===== src/rtl/prod_accum_pkg.sv =====
// Shared types and width helpers for the product accumulator datapath.
package prod_accum_pkg;

   typedef enum logic {
      ACCUM = 1'b0,
      HOLD  = 1'b1
   } accum_state_e;

   // Width of an overflow-free sum of len unsigned (2*dw)-bit products.
   function automatic int unsigned sum_width(input int unsigned dw, input int unsigned len);
      return (len > 1) ? (2 * dw + $clog2(len)) : (2 * dw);
   endfunction

endpackage


===== src/rtl/prod_accum_if.sv =====
// Stream bundle between a multiplier stage, prod_accum and its consumer.
//   flush      : synchronous discard of the partial group
//   in_valid   : product beat present        in_ready  : beat accepted this cycle
//   in_product : 2*DW-bit unsigned product
//   out_valid  : out_sum holds a completed group
//   out_ready  : consumer takes out_sum      out_sum   : SW-bit group sum
interface prod_accum_if
   import prod_accum_pkg::*;
#(
   parameter int unsigned DW  = 8,
   parameter int unsigned LEN = 4
) ();
   localparam int unsigned PW = 2 * DW;
   localparam int unsigned SW = sum_width(DW, LEN);

   logic          flush;
   logic          in_valid;
   logic          in_ready;
   logic [PW-1:0] in_product;
   logic          out_valid;
   logic          out_ready;
   logic [SW-1:0] out_sum;

   // Producer/consumer side (wrapper or bench).
   modport master (
      output flush, in_valid, in_product, out_ready,
      input  in_ready, out_valid, out_sum
   );

   // Accumulator side.
   modport slave (
      input  flush, in_valid, in_product, out_ready,
      output in_ready, out_valid, out_sum
   );
endinterface


===== src/rtl/prod_accum.sv =====
// Streaming accumulator: sums each group of LEN consecutive unsigned products
// into a full-precision result presented on a valid/ready output.
//   clk   : rising-edge clock
//   rst_n : asynchronous active-low reset
//   s     : prod_accum_if.slave stream bundle (flush, input beat, output sum)
// in_ready is combinational from out_ready while a result is held, so a take
// and the first beat of the next group can share a cycle (no bubbles).
module prod_accum
   import prod_accum_pkg::*;
#(
   parameter int unsigned DW  = 8,
   parameter int unsigned LEN = 4
) (
   input logic          clk,
   input logic          rst_n,
   prod_accum_if.slave  s
);
   localparam int unsigned SW = sum_width(DW, LEN);
   localparam int unsigned CW = (LEN > 1) ? $clog2(LEN) : 1;

   if (LEN < 1) begin : g_bad_len
      $error("prod_accum: LEN must be >= 1");
   end

   accum_state_e  state;
   logic [SW-1:0] acc;
   logic [CW-1:0] cnt;
   logic [SW-1:0] out_sum;
   logic          accept;
   logic          take;
   logic          last;
   logic [SW-1:0] sum_next;

   assign s.in_ready  = (state == ACCUM) || s.out_ready;
   assign s.out_valid = (state == HOLD);
   assign s.out_sum   = out_sum;

   assign accept = s.in_valid && s.in_ready;
   assign take   = s.out_valid && s.out_ready;
   assign last   = (cnt == CW'(LEN - 1));

   // First beat of a group ignores whatever is left in acc.
   always_comb begin
      sum_next = ((cnt == '0) ? '0 : acc) + SW'(s.in_product);
   end

   // State, counter, accumulator and held result.
   always_ff @(posedge clk or negedge rst_n) begin
      if (!rst_n) begin
         state   <= ACCUM;
         acc     <= '0;
         cnt     <= '0;
         out_sum <= '0;
      end else begin
         case (state)
            ACCUM: begin
               if (s.flush) begin
                  cnt <= '0;
               end else if (accept) begin
                  if (last) begin
                     out_sum <= sum_next;
                     cnt     <= '0;
                     state   <= HOLD;
                  end else begin
                     acc <= sum_next;
                     cnt <= cnt + CW'(1);
                  end
               end
            end
            HOLD: begin
               if (take) begin
                  if (accept && !s.flush) begin
                     if (LEN == 1) begin
                        out_sum <= SW'(s.in_product);
                     end else begin
                        acc   <= SW'(s.in_product);
                        cnt   <= CW'(1);
                        state <= ACCUM;
                     end
                  end else begin
                     state <= ACCUM;
                  end
               end
            end
            default: state <= ACCUM;
         endcase
      end
   end

endmodule


===== src/flat_wrapper.sv =====
// flat-port wrapper written by rule: the top's interface ports become plain ports
module prod_accum_flat import prod_accum_pkg::*;
#(
   parameter int unsigned DW  = 8,
   parameter int unsigned LEN = 4
)
  (clk, rst_n, s_flush, s_in_valid, s_in_product, s_out_ready, s_in_ready, s_out_valid, s_out_sum);
  prod_accum_if #(.DW(DW), .LEN(LEN)) s_i ();
  input logic clk;
  input logic rst_n;
  input wire logic [$bits(s_i.flush)-1:0] s_flush;
  input wire logic [$bits(s_i.in_valid)-1:0] s_in_valid;
  input wire logic [$bits(s_i.in_product)-1:0] s_in_product;
  input wire logic [$bits(s_i.out_ready)-1:0] s_out_ready;
  output wire logic [$bits(s_i.in_ready)-1:0] s_in_ready;
  output wire logic [$bits(s_i.out_valid)-1:0] s_out_valid;
  output wire logic [$bits(s_i.out_sum)-1:0] s_out_sum;
  assign s_i.flush = s_flush;
  assign s_i.in_valid = s_in_valid;
  assign s_i.in_product = s_in_product;
  assign s_i.out_ready = s_out_ready;
  assign s_in_ready = s_i.in_ready;
  assign s_out_valid = s_i.out_valid;
  assign s_out_sum = s_i.out_sum;
  prod_accum #(.DW(DW), .LEN(LEN)) u_core (.clk(clk), .rst_n(rst_n), .s(s_i));
endmodule

===== config.mk =====
export PLATFORM = sky130hd
export DESIGN_NAME = prod_accum_flat
export DESIGN_NICKNAME = d
export VERILOG_FILES = /design/src/rtl/prod_accum_pkg.sv /design/src/rtl/prod_accum_if.sv /design/src/rtl/prod_accum.sv /design/src/flat_wrapper.sv
export SDC_FILE = /design/constraint.sdc
export NUM_CORES = 1
export LEC_CHECK = 0
export ABC_AREA = 1
export CAP_MARGIN = 25
export CORE_MARGIN = 4
export CORE_UTILIZATION = 60
export DETAILED_ROUTE_END_ITERATION = 7
export GPL_TIMING_DRIVEN = 1
export PLACE_DENSITY = 0.83
export SKIP_CTS_REPAIR_TIMING = 1
export SYNTH_ARGS = -nofsm -noshare
export SYNTH_HDL_FRONTEND = slang
export SYNTH_SLANG_ARGS = --single-unit

===== constraint.sdc =====
create_clock -name clk -period 3.8 [get_ports clk]
set_clock_uncertainty 0.1 [all_clocks]
set_input_delay 0.95 -clock clk [delete_from_list [all_inputs] [get_ports clk]]
set_output_delay 0.95 -clock clk [all_outputs]
set_load 0.05 [all_outputs]

=== After elaboration in Yosys (flattened, before gate mapping) ===
Cells that the tools add are included.

* $add $sub $neg: 2
* Muxes and demuxes: 18
* Reduce and logical (&&, ||, !) cells: 9
* Equal/unequal tests: 7
* Bitwise logic cells: 2

{| class="wikitable"
|+ Operators with widths
! operator !! number
|-
| 18-bit two-way mux || 6
|-
| 18-bit case mux with 2 select lines || 1
|-
| 18-bit by 16-bit adder with 18-bit output || 1
|-
| 2-bit two-way mux || 5
|-
| 2-bit != test (second input constant) || 4
|-
| 5-bit AND reduction || 1
|-
| 1-bit two-way mux || 4
|-
| 2-bit case mux with 2 select lines || 1
|-
| 4-bit AND reduction || 1
|-
| 1-bit logical AND || 3
|-
| 3-bit by 2-bit != test with 1-bit output (second input constant) || 1
|-
| 3-bit AND reduction || 1
|-
| 2-bit by 1-bit adder with 2-bit output (second input constant) || 1
|-
| 2-bit == test (second input constant) || 1
|-
| 2-bit zero test || 1
|-
| 2-bit by 1-bit != test with 1-bit output (second input constant) || 1
|-
| 1-bit NOT || 2
|-
| 1-bit case mux with 2 select lines || 1
|-
| 1-bit zero test || 1
|-
| 1-bit logical OR || 1
|}

* Logic and storage cells: 42
* Input bits: 21
* Flip-flop bits (word level): 39
* Output and inout port bits: 20

=== Logic depth before layout (Yosys ltp) ===
* Depth in word-level cells: 7
* Depth in mapped cells: 18
* Depth with buffers taken out: 16

=== Least setup slack after synthesis ===
OpenSTA, ideal clock, no wires.

* Path kind: register to register
* Start: register u_core.cnt[0]
* End: register u_core.acc[16]
* Slack: 1258 ps
* Stages on the path, launching flop included: 19
* Required time: 3574 ps
* Data arrival time: 2316 ps
* Clock period less this slack: 2542 ps
* Path buffers: 2
* Cell sequence: dfrtp_1 > inv_1 > ha_1 > buf_2 > buf_1 > nor2_1 > ha_1 > inv_1 > fa_1 > inv_1 > nand3_1 > nand3_1 > nand2_1 > nand2_1 > nand2_1 > nand2_1 > nand2_1 > nand3_1 > o21ai_0

* Cells in the longest elaborated chain, start to end: 7
* Elaborated cells between the ends (all ways): 10
* Those cells by class: add/sub (1); eq/ne (2); mux (5); reduce/logical (2)

{| class="wikitable"
|+ RTL lines
! element !! RTL line !! text
|-
| from (decl) || prod_accum.sv:27 || <nowiki>logic [CW-1:0] cnt;</nowiki>
|-
| from (signal assigned) || prod_accum.sv:66 || <nowiki>cnt <= cnt + CW'(1);</nowiki>
|-
| 2-bit zero test || prod_accum.sv:44 || <nowiki>sum_next = ((cnt == '0) ? '0 : acc) + SW'(s.in_product);</nowiki>
|-
| 18-bit two-way mux || prod_accum.sv:44 ||
|-
| 18-bit by 16-bit adder with 18-bit output || prod_accum.sv:44 ||
|-
| 18-bit two-way mux || prod_accum.sv:60 || <nowiki>if (last) begin</nowiki>
|-
| 18-bit two-way mux || prod_accum.sv:59 || <nowiki>end else if (accept) begin</nowiki>
|-
| 18-bit two-way mux || prod_accum.sv:57 || <nowiki>if (s.flush) begin</nowiki>
|-
| 18-bit case mux with 2 select lines || prod_accum.sv:55 || <nowiki>case (state)</nowiki>
|-
| to (signal assigned) || prod_accum.sv:65 || <nowiki>acc <= sum_next;</nowiki>
|-
| to (signal assigned) || prod_accum.sv:76 || <nowiki>acc <= SW'(s.in_product);</nowiki>
|-
| to (decl) || prod_accum.sv:26 || <nowiki>logic [SW-1:0] acc;</nowiki>
|}

Parallel ways exist; a longest one is shown, timed or not. The select of a mux whose other input is x is not followed.
A chain may end at the register's enable or synchronous reset.

=== Worst setup path in the final report ===
* Start: input s_out_ready
* End: output s_in_ready

* Cells in the longest elaborated chain, start to end: 1

{| class="wikitable"
|+ RTL lines
! element !! RTL line !! text
|-
| from (decl) || flat_wrapper.sv:14 || <nowiki>input wire logic [$bits(s_i.out_ready)-1:0] s_out_ready;</nowiki>
|-
| 1-bit logical OR || prod_accum.sv:34 || <nowiki>assign s.in_ready = (state == ACCUM) || s.out_ready;</nowiki>
|-
| to (decl) || flat_wrapper.sv:15 || <nowiki>output wire logic [$bits(s_i.in_ready)-1:0] s_in_ready;</nowiki>
|}

Every way passes these cells.

==> reports/qor.yml <==
run_status:
  status: "completed"
hold_path:
  hp-class: "reg2reg"
  hold_end: "u_core.s.out_sum[9]"
  hp-start: "u_core.s.out_sum[9]"
  min_path_cells: 2
routing:
  ant_nets: 0
  vias: 2865
  drt-total-wl_mm: 6.762
  drtIter0Drc: 162
  drtPass1Iterations: 4
  detail_route.wl_per_cell_um: 12.16
  drc_errors: 0
  drt-vias-per-instance: 5.153
global_routing:
  grt_max_degree: 40
  grt_pass1_wl_mm: 11.92
  grt_pass1_vias: 2785
  globalRouteTotalUtil_pct: 24.28
  overflow: 0
  antenna_found_initial: 0
critical_path:
  critPathLaunchType: "primary input"
  cp-end-kind: "output port"
  critPathArrivalTime_ns: 2.35
  crit_required_ns: 2.75
  crit_type: "in2out"
  reg2reg_depth: 14
  r2r_slack_ns: 0.85
  r2r-start: "u_core.cnt[0]"
  r2r_end: "u_core.acc[8]"
  critPathMaxFanout: 4
cts:
  clock-root-buffer: "clkbuf_8"
  insertion_delay_ns: 0.30
  tritoncts: "built"
  cts.htree.levels: 2
  clkSinkCount: 39
  cts_made_buffers: 5
  path_clk_slew_ns: 0.07
  clk_path_buf_depth: 2
synthesis:
  synthesis.area_um2: 2964
  yosysWarnings: 0
  async_flop_share_pct: 100.0
  synth_most_common_cell: "nand2_1"
  yosys_most_used_dff: "dfrtp_1"
  synthesis.instances: 451
  syn_avg_cell_area_um2: 6.572
  ys_top_cells_by_count: "nand2_1 (161), inv_1 (74), nor2_1 (52)"
  synth_nets: 491
  yosysUniqueCellTypes: 36
  yosys.area.top_type: "dfrtp_1"
  synth-edff-count: 0
  synth-seq-cells: 39
  synth_area_leaders: "dfrtp_1 (33%), nand2_1 (20%), inv_1 (9.4%)"
  netlist.area_leader.share_pct: 32.93
  yosysSeqAreaShare_pct: 32.93
finish:
  fin_util_pct: 72.34
  fill_cells: 429
  antenna_cells: 0
  area_delta_synth_final_pct: 16.04
  fin_nets: 528
  drive_gt1_share_pct: 4.294
floorplanning:
  coreArea_um2: 4755
  fp-row-count: 25
  start_util_pct: 62.34
  die_h_um: 78.29
  die_area_um2: 6129
  die_w_um: 78.29
  pin_count: 41
sta:
  final-setup-viol-count: 0
  timing.final.crit_share_pct: 89.49
  fmax_ghz: 0.2941
  slew_headroom_pct: 42.90
  worst_pin_slew_ns: 0.8565
  setup_ws_ns: 0.3993
  report.final.hold_viol_count: 0
  period_minus_slack_ns: 3.401
  rsz0062_at_grt: "no"
  finalSetupTns_ns: 0
  slew_violations: 0
pwr:
  vdd_drop_max_v: 0.0002919
  powerDensity_nw_per_um2: 632.6
  total_power_w: 0.002176
  p_leak_nw: 1.935
placed_design:
  pre_cts_ws_ns: 0.3964
  dp_hpwl_mm: 5.068
  place.port_buffers: 40
  gp_congestion: 0.9353
flow_run:
  timing.max_cap.violations: 0
-- sequential cells by signal (all words and copies together) (netlist names) --
| register | flops |
|---|---|
| u_core.acc | 18 |
| u_core.s.out_sum | 18 |
| u_core.cnt | 2 |
| u_core.s.out_valid | 1 |
-- power by group --
| part | internal, W | switching, W |
|---|---|---|
| Clock | 0.000129 | 0.000142 |
| Combinational | 0.000432 | 0.000830 |
| Sequential | 0.000571 | 0.0000718 |
| Total | 0.00113 | 0.00104 |
-- kinds of logic after synthesis --
kind of cell	Yosys count	share of synthesized area, %
simple gates	257	35.96
xor+xnor	7	2.068
buf+inv	89	13.00
flops	39	32.93
compound gates	40	7.767
fa+ha+maj	19	8.274
-- cell usage in the layout (no fill, tap or decap), types with 2 or more instances in the layout --
cell type,synthesis,final
nand2_1,161,161
inv_1,74,74
nor2_1,52,52
clkdlybuf4s50_1,0,39
dfrtp_1,39,39
nand3_1,30,30
ha_1,18,18
o21ai_0,13,13
a21oi_1,11,11
clkbuf_8,0,5
inv_2,4,4
xnor2_1,4,4
o21ai_1,4,4
xor2_1,3,3
nor3_1,3,3
o211ai_1,3,3
a31oi_1,3,3
nand2_2,2,2
nand4_1,2,2
clkbuf_1,1,2
-- final cells by class --
type	count	area (µm²)	share of cell area (%)
Clock buffer	7	76.32	2.219
Inverter	78	292.8	8.512
Clock inverter	1	5.005	0.1455
Multi-Input combinational cell	323	1603	46.60
Timing Repair Buffer	41	402.9	11.71
Tap cell	67	83.83	2.437
Sequential cell	39	975.9	28.37
-- per-layer routing --
layer / share of wire, % / up-vias / GRT usage, % / routed length (µm)
li1: - / 1458 / - / -
met5: 0 / - / 0 / 0
met1: 47 / 1304 / 30.57 / 3149
met2: 45 / 86 / 40.92 / 3028
met3: 6.6 / 17 / 5.505 / 448
met4: 2.0 / 0 / 8.566 / 136
-- worst max-delay path by stage --
stage | from | endpoint | slack (ns) | cells past startpoint
after global placement | s_out_ready | s_in_ready | 0.40 | 3
after floorplan | u_core.cnt[0] | u_core.acc[16] | 1.26 | 18
after CTS | s_out_ready | s_in_ready | 0.39 | 3
after detailed placement | s_out_ready | s_in_ready | 0.40 | 3
final | s_out_ready | s_in_ready | 0.40 | 3
after global routing | s_out_ready | s_in_ready | 0.37 | 3
-- metrics by stage --
stage                     hold slack, ns  std cells  area [µm²]
final                             0.3782        556        3440
after detailed placement          0.3635        548        3358
after floorplan                   0.3488        451        2964
after global routing              0.4017        556        3440
after CTS                         0.3837        556        3440
after global placement            0.3550        548        3358
-- worst max-delay path, stage by stage --
cell and delay [ns]:
clkdlybuf4s50_1 0.45, or2_4 0.14, clkdlybuf4s50_1 0.81
Note: power is estimated with default switching activity, not from simulation.
